$ cat config.mk
export PLATFORM = sky130hd
export DESIGN_NAME = mc_processor
export DESIGN_NICKNAME = d
export VERILOG_FILES = /design/src/rtl/mc_processor.sv
export SDC_FILE = /design/constraint.sdc
export NUM_CORES = 1
export LEC_CHECK = 0
export ABC_AREA = 1
export CAP_MARGIN = 25
export CORE_UTILIZATION = 60
export DETAILED_ROUTE_END_ITERATION = 8
export PLACE_DENSITY = 0.81
export SYNTH_ARGS = -nofsm -noshare
export SYNTH_HDL_FRONTEND = slang
export SYNTH_SLANG_ARGS = --single-unit
$ cat constraint.sdc
create_clock -name clk -period 3.1 [get_ports clk]
set_input_delay 0.62 -clock clk [delete_from_list [all_inputs] [get_ports clk]]
set_output_delay 0.62 -clock clk [all_outputs]
set_load 0.1 [all_outputs]
$ cat src/rtl/mc_processor.sv
// Multi-cycle core: FETCH -> DECODE -> EXEC -> WB over a small register file.
// Jumps and branches retire from EXEC; HALT is left only through reset.
module mc_processor #(
   parameter int  DATA_W = 8,
   parameter int  NREGS  = 8,
   localparam int RA_W   = $clog2(NREGS)
) (
   input  logic              clk,
   input  logic              reset,
   output logic [31:0]       imem_addr,
   output logic              imem_req,
   input  logic              imem_ready,
   input  logic [31:0]       imem_data,
   output logic              wb_en,
   output logic [RA_W-1:0]   wb_addr,
   output logic [DATA_W-1:0] wb_data,
   output logic              halted,
   output logic              illegal,
   output logic [2:0]        dbg_state
);

   // imem handshake: imem_req and imem_addr hold steady until a cycle with
   // imem_ready=1, which transfers imem_data; imem_ready without imem_req is ignored.

   typedef enum logic [2:0] {
      S_FETCH  = 3'd0,
      S_DECODE = 3'd1,
      S_EXEC   = 3'd2,
      S_WB     = 3'd3,
      S_HALT   = 3'd4
   } state_t;

   localparam logic [7:0] OP_LOADI = 8'h00;
   localparam logic [7:0] OP_MOV   = 8'h08;
   localparam logic [7:0] OP_ADD   = 8'h01;
   localparam logic [7:0] OP_SUB   = 8'h09;
   localparam logic [7:0] OP_AND   = 8'h02;
   localparam logic [7:0] OP_OR    = 8'h03;
   localparam logic [7:0] OP_J     = 8'h10;
   localparam logic [7:0] OP_BEQ   = 8'h11;
   localparam logic [7:0] OP_HALT  = 8'hFF;

   state_t              state, state_nxt;
   logic [31:0]         pc;
   logic [7:0]          ir_op, ir_dest, ir_lo;
   logic [RA_W-1:0]     ir_src2;
   logic [DATA_W-1:0]   op_a, op_b, result, alu_res;
   logic [DATA_W-1:0]   regs [NREGS];
   logic [31:0]         br_off, br_tgt, br_pc;
   logic                is_alu, is_br, fetch_go;
   logic                unused_imem;

   // Only the low RA_W bits of the src2 field select a register.
   assign unused_imem = ^imem_data[15:8];

   assign fetch_go = (state == S_FETCH) && imem_req && imem_ready;
   assign is_alu   = (ir_op == OP_LOADI) || (ir_op == OP_MOV) || (ir_op == OP_ADD) ||
                     (ir_op == OP_SUB) || (ir_op == OP_AND) || (ir_op == OP_OR);
   assign is_br    = (ir_op == OP_J) || (ir_op == OP_BEQ);

   always_ff @(posedge clk or negedge reset) begin
      if (!reset) begin
         state    <= S_FETCH;
         imem_req <= 1'b0;
      end else begin
         state    <= state_nxt;
         imem_req <= (state_nxt == S_FETCH);
      end
   end

   always_comb begin
      state_nxt = state;
      case (state)
         S_FETCH:  if (fetch_go) state_nxt = S_DECODE;
         S_DECODE: state_nxt = S_EXEC;
         S_EXEC: begin
            if (is_alu)      state_nxt = S_WB;
            else if (is_br)  state_nxt = S_FETCH;
            else             state_nxt = S_HALT;
         end
         S_WB:     state_nxt = S_FETCH;
         S_HALT:   state_nxt = S_HALT;
         default:  state_nxt = S_FETCH;
      endcase
   end

   always_comb begin
      imem_addr = pc;
      wb_en     = (state == S_WB);
      wb_addr   = wb_en ? ir_dest[RA_W-1:0] : '0;
      wb_data   = wb_en ? result : '0;
      halted    = (state == S_HALT);
      dbg_state = state;
   end

   always_comb begin
      alu_res = '0;
      case (ir_op)
         OP_LOADI: alu_res = DATA_W'(ir_lo);
         OP_MOV:   alu_res = op_a;
         OP_ADD:   alu_res = op_a + op_b;
         OP_SUB:   alu_res = op_a + (~op_b + DATA_W'(1));
         OP_AND:   alu_res = op_a & op_b;
         OP_OR:    alu_res = op_a | op_b;
         default:  alu_res = '0;
      endcase
   end

   // Branch offset is a signed word count relative to the following instruction.
   always_comb begin
      br_off = {{22{ir_dest[7]}}, ir_dest, 2'b00};
      br_tgt = pc + 32'd4 + br_off;
      br_pc  = ((ir_op == OP_J) || (op_a == op_b)) ? br_tgt : pc + 32'd4;
   end

   always_ff @(posedge clk or negedge reset) begin
      if (!reset) begin
         pc      <= '0;
         ir_op   <= '0;
         ir_dest <= '0;
         ir_lo   <= '0;
         ir_src2 <= '0;
         op_a    <= '0;
         op_b    <= '0;
         result  <= '0;
         illegal <= 1'b0;
         for (int i = 0; i < NREGS; i++) regs[i] <= '0;
      end else begin
         case (state)
            S_FETCH: begin
               if (fetch_go) begin
                  ir_op   <= imem_data[31:24];
                  ir_dest <= imem_data[23:16];
                  ir_src2 <= imem_data[8 +: RA_W];
                  ir_lo   <= imem_data[7:0];
               end
            end
            S_DECODE: begin
               op_a <= regs[ir_lo[RA_W-1:0]];
               op_b <= regs[ir_src2];
            end
            S_EXEC: begin
               result <= alu_res;
               if (is_br) pc <= br_pc;
               if (!is_alu && !is_br) illegal <= (ir_op != OP_HALT);
            end
            S_WB: begin
               regs[ir_dest[RA_W-1:0]] <= result;
               pc <= pc + 32'd4;
            end
            default: ;
         endcase
      end
   end

endmodule
==> impl_metrics.ini, run 1 <==
[synth]
synth_commonest_cells = 404 x nand2_1, 197 x o21ai_0, 188 x inv_1
synth_fa_ha_area_share_pct = 7.36
synth_seq_area_share_pct = 34.1
synth-edff-count = 0
synth-simple-area-share_pct = 27.0
syn_avg_cell_area_sq_um = 6.93
synthTopCellsByArea = dfrtp_1 34%, nand2_1 14%, o21ai_0 9.0%, ha_1 6.8%, inv_1 6.4%
ys_seq_elements = 150
ys_warn_count = 0
synthFlopType = dfrtp_1
yosysTopAreaCellShare_pct = 34.1
ys_types = 47
async_flop_share_pct = 100
synth_largest_area_cell = dfrtp_1
synth_top_family_by_area = simple AND/OR/NAND/NOR gates
synth_most_common_cell = nand2_1
netlist_area_sq_mm = 0.0110
synthXorXnorAreaFrac_pct = 2.93
syn_inst = 1590
muxShareOfSynthArea_pct = 0.920
synth_compound_area_share_pct = 18.8

[layout]
instances_no_fill = 1937
diodes = 0
fin_nets = 1793
stdcell_area_sq_mm = 0.0135
drive_gt1_share_pct = 16.7
syn_to_final_growth_pct = 22.3
postLayoutCoreUtil_pct = 75.0

[sta]
drv_slew = 0
slew_headroom_pct = 39.3
rsz0062_at_grt = true
layout_setup_ws_ns = -0.0309
period_share_pct = 101
max_freq_mhz = 319
setup_violations = 4
period_needed_ns = 3.13
hold_viol_final = 0
clock_skew_ns = 0.0167
max_slew.worst_pin.slew_ns = 0.908

[placed_design]
place.gp.congestion = 0.946
io_buffers = 77
hpwl_mm = 25.3
post-place-ws_ns = 0.0597
placed_cells = 1890
placed_cell_area_sq_mm = 0.0123

[grt]
grt_antenna_before_repair = 0
grt.overflow.total = 0
grt.total_usage_pct = 38.2
grt_pass1_vias = 10900
grt_max_degree = 55
grt_pass1_wl_mm = 54.8

[critical_path]
cp.arrival_ns = 3.46
required_ns = 3.43
endpoint_kind = flop
cp_cell_sequence = ha_4 -> nand3_2 -> nor3_4 -> buf_4 -> xnor2_1 -> inv_1 -> ha_4 -> a21oi_1 -> inv_1 -> nor2_1 -> nand3_2 -> a21oi_2 -> xor2_1 -> o21ai_1 -> nand2_1
cp-start-kind = flop
cp_slowest_cell = dfrtp_2
cp_max_fo = 5
cpPeakStageDelay_ns = 0.44
path_class = flop to flop

[floorplan]
dieArea_sq_mm = 0.0189
initial_core_util_pct = 61.3
die_height_um = 137
pin_count = 85
dieWidth_um = 137
coreArea_sq_mm = 0.0180
rows = 49

[clock_network]
path_clk_slew_ns = 0.08
root_buffer = clkbuf_16
cts_max_level = 4
cts_tree = done
clock-sinks = 150
cts_buffers = 17
cts_max_path_buffers = 2
clkLatencyLatePin_ns = 0.45
cts-hold-fix-buffers = 0

[power_and_ir_drop]
ir_worst_vdd_mv = 0.449
leakage_uw = 0.00674
powerDensity_mw_per_mm2 = 315

[drt]
num_vias = 11700
drc_errors = 0
drt-vias-per-instance = 6.02
wl_per_cell_um = 18.8
dr.pass1.iters = 8
wirelength_mm = 36.4
ant_nets = 0
drtIter0Drc = 1152

[flow_run]
drv_cap = 0

[run_status]
outcome = finished with violations
violations = setup timing

[worst_hold_path]
timing.hold.worst.class = primary input to asynchronous set/reset pin
through the flow:
step,hold slack (ns),total power (uW),setup TNS [ns]
2_1_floorplan,0.324,2010,-4.41
3_3_place_gp,0.462,2090,0
3_5_place_dp,0.473,2090,0
4_1_cts,0.130,4240,0
5_1_grt,0.149,4340,-3.52
6_report,0.106,4240,-0.0656
registers in the layout (all words and copies together), names as in the netlist, 3 cells and up:
name       cells
regs          64
imem_addr     30
ir_dest        8
ir_lo          8
ir_op          8
op_a           8
op_b           8
result         8
dbg_state      3
ir_src2        3
routing by layer:
metal	up-vias	routed length, um	GRT usage (%)
met2	561	18100	64.9
met5	-	0	0
met3	141	2320	6.66
met4	0	1790	20.9
met1	5528	14200	46.0
li1	5437	-	-
layout by cell type, fill, tap and decap left out, types with 20 or more instances in the layout:
master             n
nand2_2           21
buf_4             97
nand2_1          384
inv_1            188
o211ai_1          33
dfrtp_1          133
nor2_1           107
o21ai_0          195
ha_1              47
clkdlybuf4s50_1   28
a21oi_1          107
nand3_1           94
nand4_1           20
where the power goes:
group	internal (uW)	leakage, uW	switching, uW	total [uW]
logic	36.2	0.00447	54.9	91.1
registers	1950	0.00197	0	1950
clock network	1110	0.000300	1090	2200
layout make-up:
| type | instances | area, sq um |
|---|---|---|
| multi-input combinational | 1190 | 6780 |
| fill | 1395 | 4500 |
| sequential | 150 | 3770 |
| timing repair buffer | 138 | 1260 |
| inverter | 198 | 746 |
| clock buffer | 17 | 425 |
| tap | 229 | 287 |
| clock inverter | 15 | 194 |
path summary, 6_finish.rpt:
kind / start / end / slack, ns / depth (start not counted)
worst max-delay path: imem_addr[3] / imem_addr[20] / -0.03 / 15
worst min-delay path: reset / op_b[4] / 0.11 / 1
worst max register to register: imem_addr[3] / imem_addr[20] / -0.03 / 15
worst min register to register: regs[52] / regs[52] / 0.49 / 2
max in group asynchronous: reset / regs[41] / 2.24 / 2
min in group clk: regs[52] / regs[52] / 0.49 / 2
worst max-delay path, delay by kind of cell, from the launching register on:
| family | cells | cell delay [ns] |
|---|---|---|
| AO/OA/AOI/OAI | 3 | 0.60 |
| XOR/XNOR | 2 | 0.25 |
| adder cells (fa/ha/maj) | 2 | 0.34 |
| buffers and inverters | 3 | 0.44 |
| flip-flops | 1 | 0.44 |
| AND/OR/NAND/NOR | 5 | 0.93 |
cell families (layout without fill, tap and decap cells):
kind of cell | count (synthesis) | in the layout
xor gates and xnor gates | 36 | 36
muxes | 9 | 9
other | 1 | 2
AOI/OAI and AO/OA | 381 | 381
buffers and inverters | 251 | 368
and+or+nand+nor | 699 | 699
adders and majority gates | 63 | 63
DFF | 150 | 150
repair_timing:
action                     4_1_cts  5_1_grt
gates resized for setup          0      102
buffers inserted                 0       15
setup endpoints to repair        0       18
No activity file was read; power rests on OpenSTA's default activity.
==> run 2, diff against run 1 <==
--- a/config.mk
+++ b/config.mk
@@ -7,9 +7,10 @@
 export LEC_CHECK = 0
 export ABC_AREA = 1
 export CAP_MARGIN = 25
-export CORE_UTILIZATION = 60
+export CORE_UTILIZATION = 61
+export CTS_BUF_LIST = sky130_fd_sc_hd__clkbuf_8
 export DETAILED_ROUTE_END_ITERATION = 8
-export PLACE_DENSITY = 0.81
+export PLACE_DENSITY = 0.82
 export SYNTH_ARGS = -nofsm -noshare
 export SYNTH_HDL_FRONTEND = slang
 export SYNTH_SLANG_ARGS = --single-unit
==> constraint.sdc (replaced) <==
create_clock -name clk -period 3.1 [get_ports clk]
set_input_delay 0.62 -clock clk [delete_from_list [all_inputs] [get_ports clk]]
set_output_delay 0.62 -clock clk [all_outputs]
set_load 0.005 [all_outputs]
==> impl_metrics.ini, run 2 (same netlist as run 1, synthesis figures left out) <==
[run_status]
outcome = finished, final reports clean

[critical_path]
cp-start-kind = flop
endpoint_kind = flop
reg2reg_to = imem_addr[25]
path_class = flop to flop
cp_slowest_cell = dfrtp_2
r2r_setup_slack_ns = 0.09
path_delay_family = simple AND/OR/NAND/NOR gates
cp_cell_sequence = ha_4 -> nand3_4 -> nor3_4 -> buf_4 -> inv_2 -> nor2_2 -> nand2_1 -> xnor2_2 -> ha_4 -> nand2_1 -> inv_2 -> nand2_2 -> nor3_4 -> nand4_1 -> nand4_1 -> nand3_1 -> nand2_1 -> nand2_1
critPathBufInv = 3
cpMostUsedCell = nand2_1
reg2reg_from = imem_addr[2]
cp_max_fo = 5
required_ns = 3.49
ff2ff_path_depth = 18
cp.arrival_ns = 3.41
cpPeakStageDelay_ns = 0.45

[floorplan]
pin_count = 85
dieArea_sq_mm = 0.0186
dieWidth_um = 136
initial_core_util_pct = 63.0
coreArea_sq_mm = 0.0175
die_height_um = 136
rows = 48

[grt]
grt.total_usage_pct = 37.1
grt_max_degree = 69
grt.overflow.total = 0
grt_antenna_before_repair = 0
grt_pass1_vias = 10500
grt_pass1_wl_mm = 52.1

[placed_design]
io_buffers = 77
place.gp.congestion = 0.941
hpwl_mm = 24.4
post-place-ws_ns = 0.0361

[sta]
max_slew.worst_pin.slew_ns = 0.873
period_share_pct = 97.2
setup_violations = 0
rsz0062_at_grt = true
clock_skew_ns = 0.0148
whs_ns = 0.125
slew_headroom_pct = 41.6
layout_setup_ws_ns = 0.0864
drv_slew = 0
hold_viol_final = 0
period_needed_ns = 3.01
max_freq_mhz = 332

[drt]
drc_errors = 0
wl_per_cell_um = 17.4
ant_nets = 0
dr.pass1.iters = 6
drtIter0Drc = 872
wirelength_mm = 33.9
num_vias = 11300
drt-vias-per-instance = 5.81

[layout]
final_common_cell = nand2_1
fin_nets = 1807
largest_reg_flops = 64
drive_gt1_share_pct = 12.5
syn_to_final_growth_pct = 19.7
top_register = regs
diodes = 0
final_cell_mix = 392 x nand2_1, 195 x o21ai_0, 186 x inv_1

[clock_network]
path_clk_slew_ns = 0.10
cts_max_level = 4
cts_buffers = 17
clock-sinks = 150
cts-hold-fix-buffers = 0
cts_max_path_buffers = 2
clkLatencyLatePin_ns = 0.50
cts_tree = done
root_buffer = clkbuf_8

[power_and_ir_drop]
ir_worst_vdd_mv = 0.298
leakage_uw = 0.00660
powerDensity_mw_per_mm2 = 279

[worst_hold_path]
timing.hold.worst.class = primary input to asynchronous set/reset pin

[flow_run]
drv_cap = 0
==> run 2: timing repair <==
action                     CTS  global route
setup buffers                1             7
setup endpoints to repair    1            20
resized for setup            1            76
pin swaps                    1            10
cloned                       0             0
==> run 2: worst max path at each step <==
stage | from | endpoint | slack (ns) | depth (start not counted)
3_5_place_dp | imem_addr[3] | imem_addr[25] | 0.04 | 18
6_report | imem_addr[2] | imem_addr[25] | 0.09 | 18
4_1_cts | imem_addr[3] | imem_addr[25] | 0.02 | 19
2_1_floorplan | imem_addr[3] | imem_addr[30] | 0.45 | 19
5_1_grt | imem_addr[2] | imem_addr[31] | -0.06 | 24
3_3_place_gp | imem_addr[3] | imem_addr[25] | 0.09 | 18
==> run 2: layout make-up <==
class	count	area, sq um
timing repair buffer	152	1370
multi-input combinational	1190	6600
clock buffer	17	234
tap	225	282
sequential	150	3760
fill	1410	4290
inverter	198	746
clock inverter	15	195
==> run 2: power by group <==
| group | internal [uW] | switching (uW) |
|---|---|---|
| logic | 36.9 | 45.3 |
| clock network | 753 | 896 |
| registers | 1950 | 0 |
==> run 2: through the flow <==
| stage | cell area, sq um | cells | power [uW] | utilization (%) | setup TNS, ns |
|---|---|---|---|---|---|
| floorplan | 11000 | 1591 | 2000 | - | 0 |
| global placement | 12400 | 1907 | 2080 | 70.8 | 0 |
| detailed placement | 12400 | 1907 | 2080 | 70.8 | 0 |
| CTS | 12800 | 1940 | 3710 | 73.3 | 0 |
| global route | 13200 | 1947 | 3780 | 75.5 | -0.382 |
| finish | 13200 | 1947 | 3690 | 75.5 | 0 |
==> run 2: metal layers <==
layer	wire length, um	vias to the layer above	GRT usage [%]
li1	-	5457	-
met2	16700	381	63.3
met5	0	-	0
met4	1830	0	21.5
met3	1540	114	5.78
met1	13900	5366	44.1
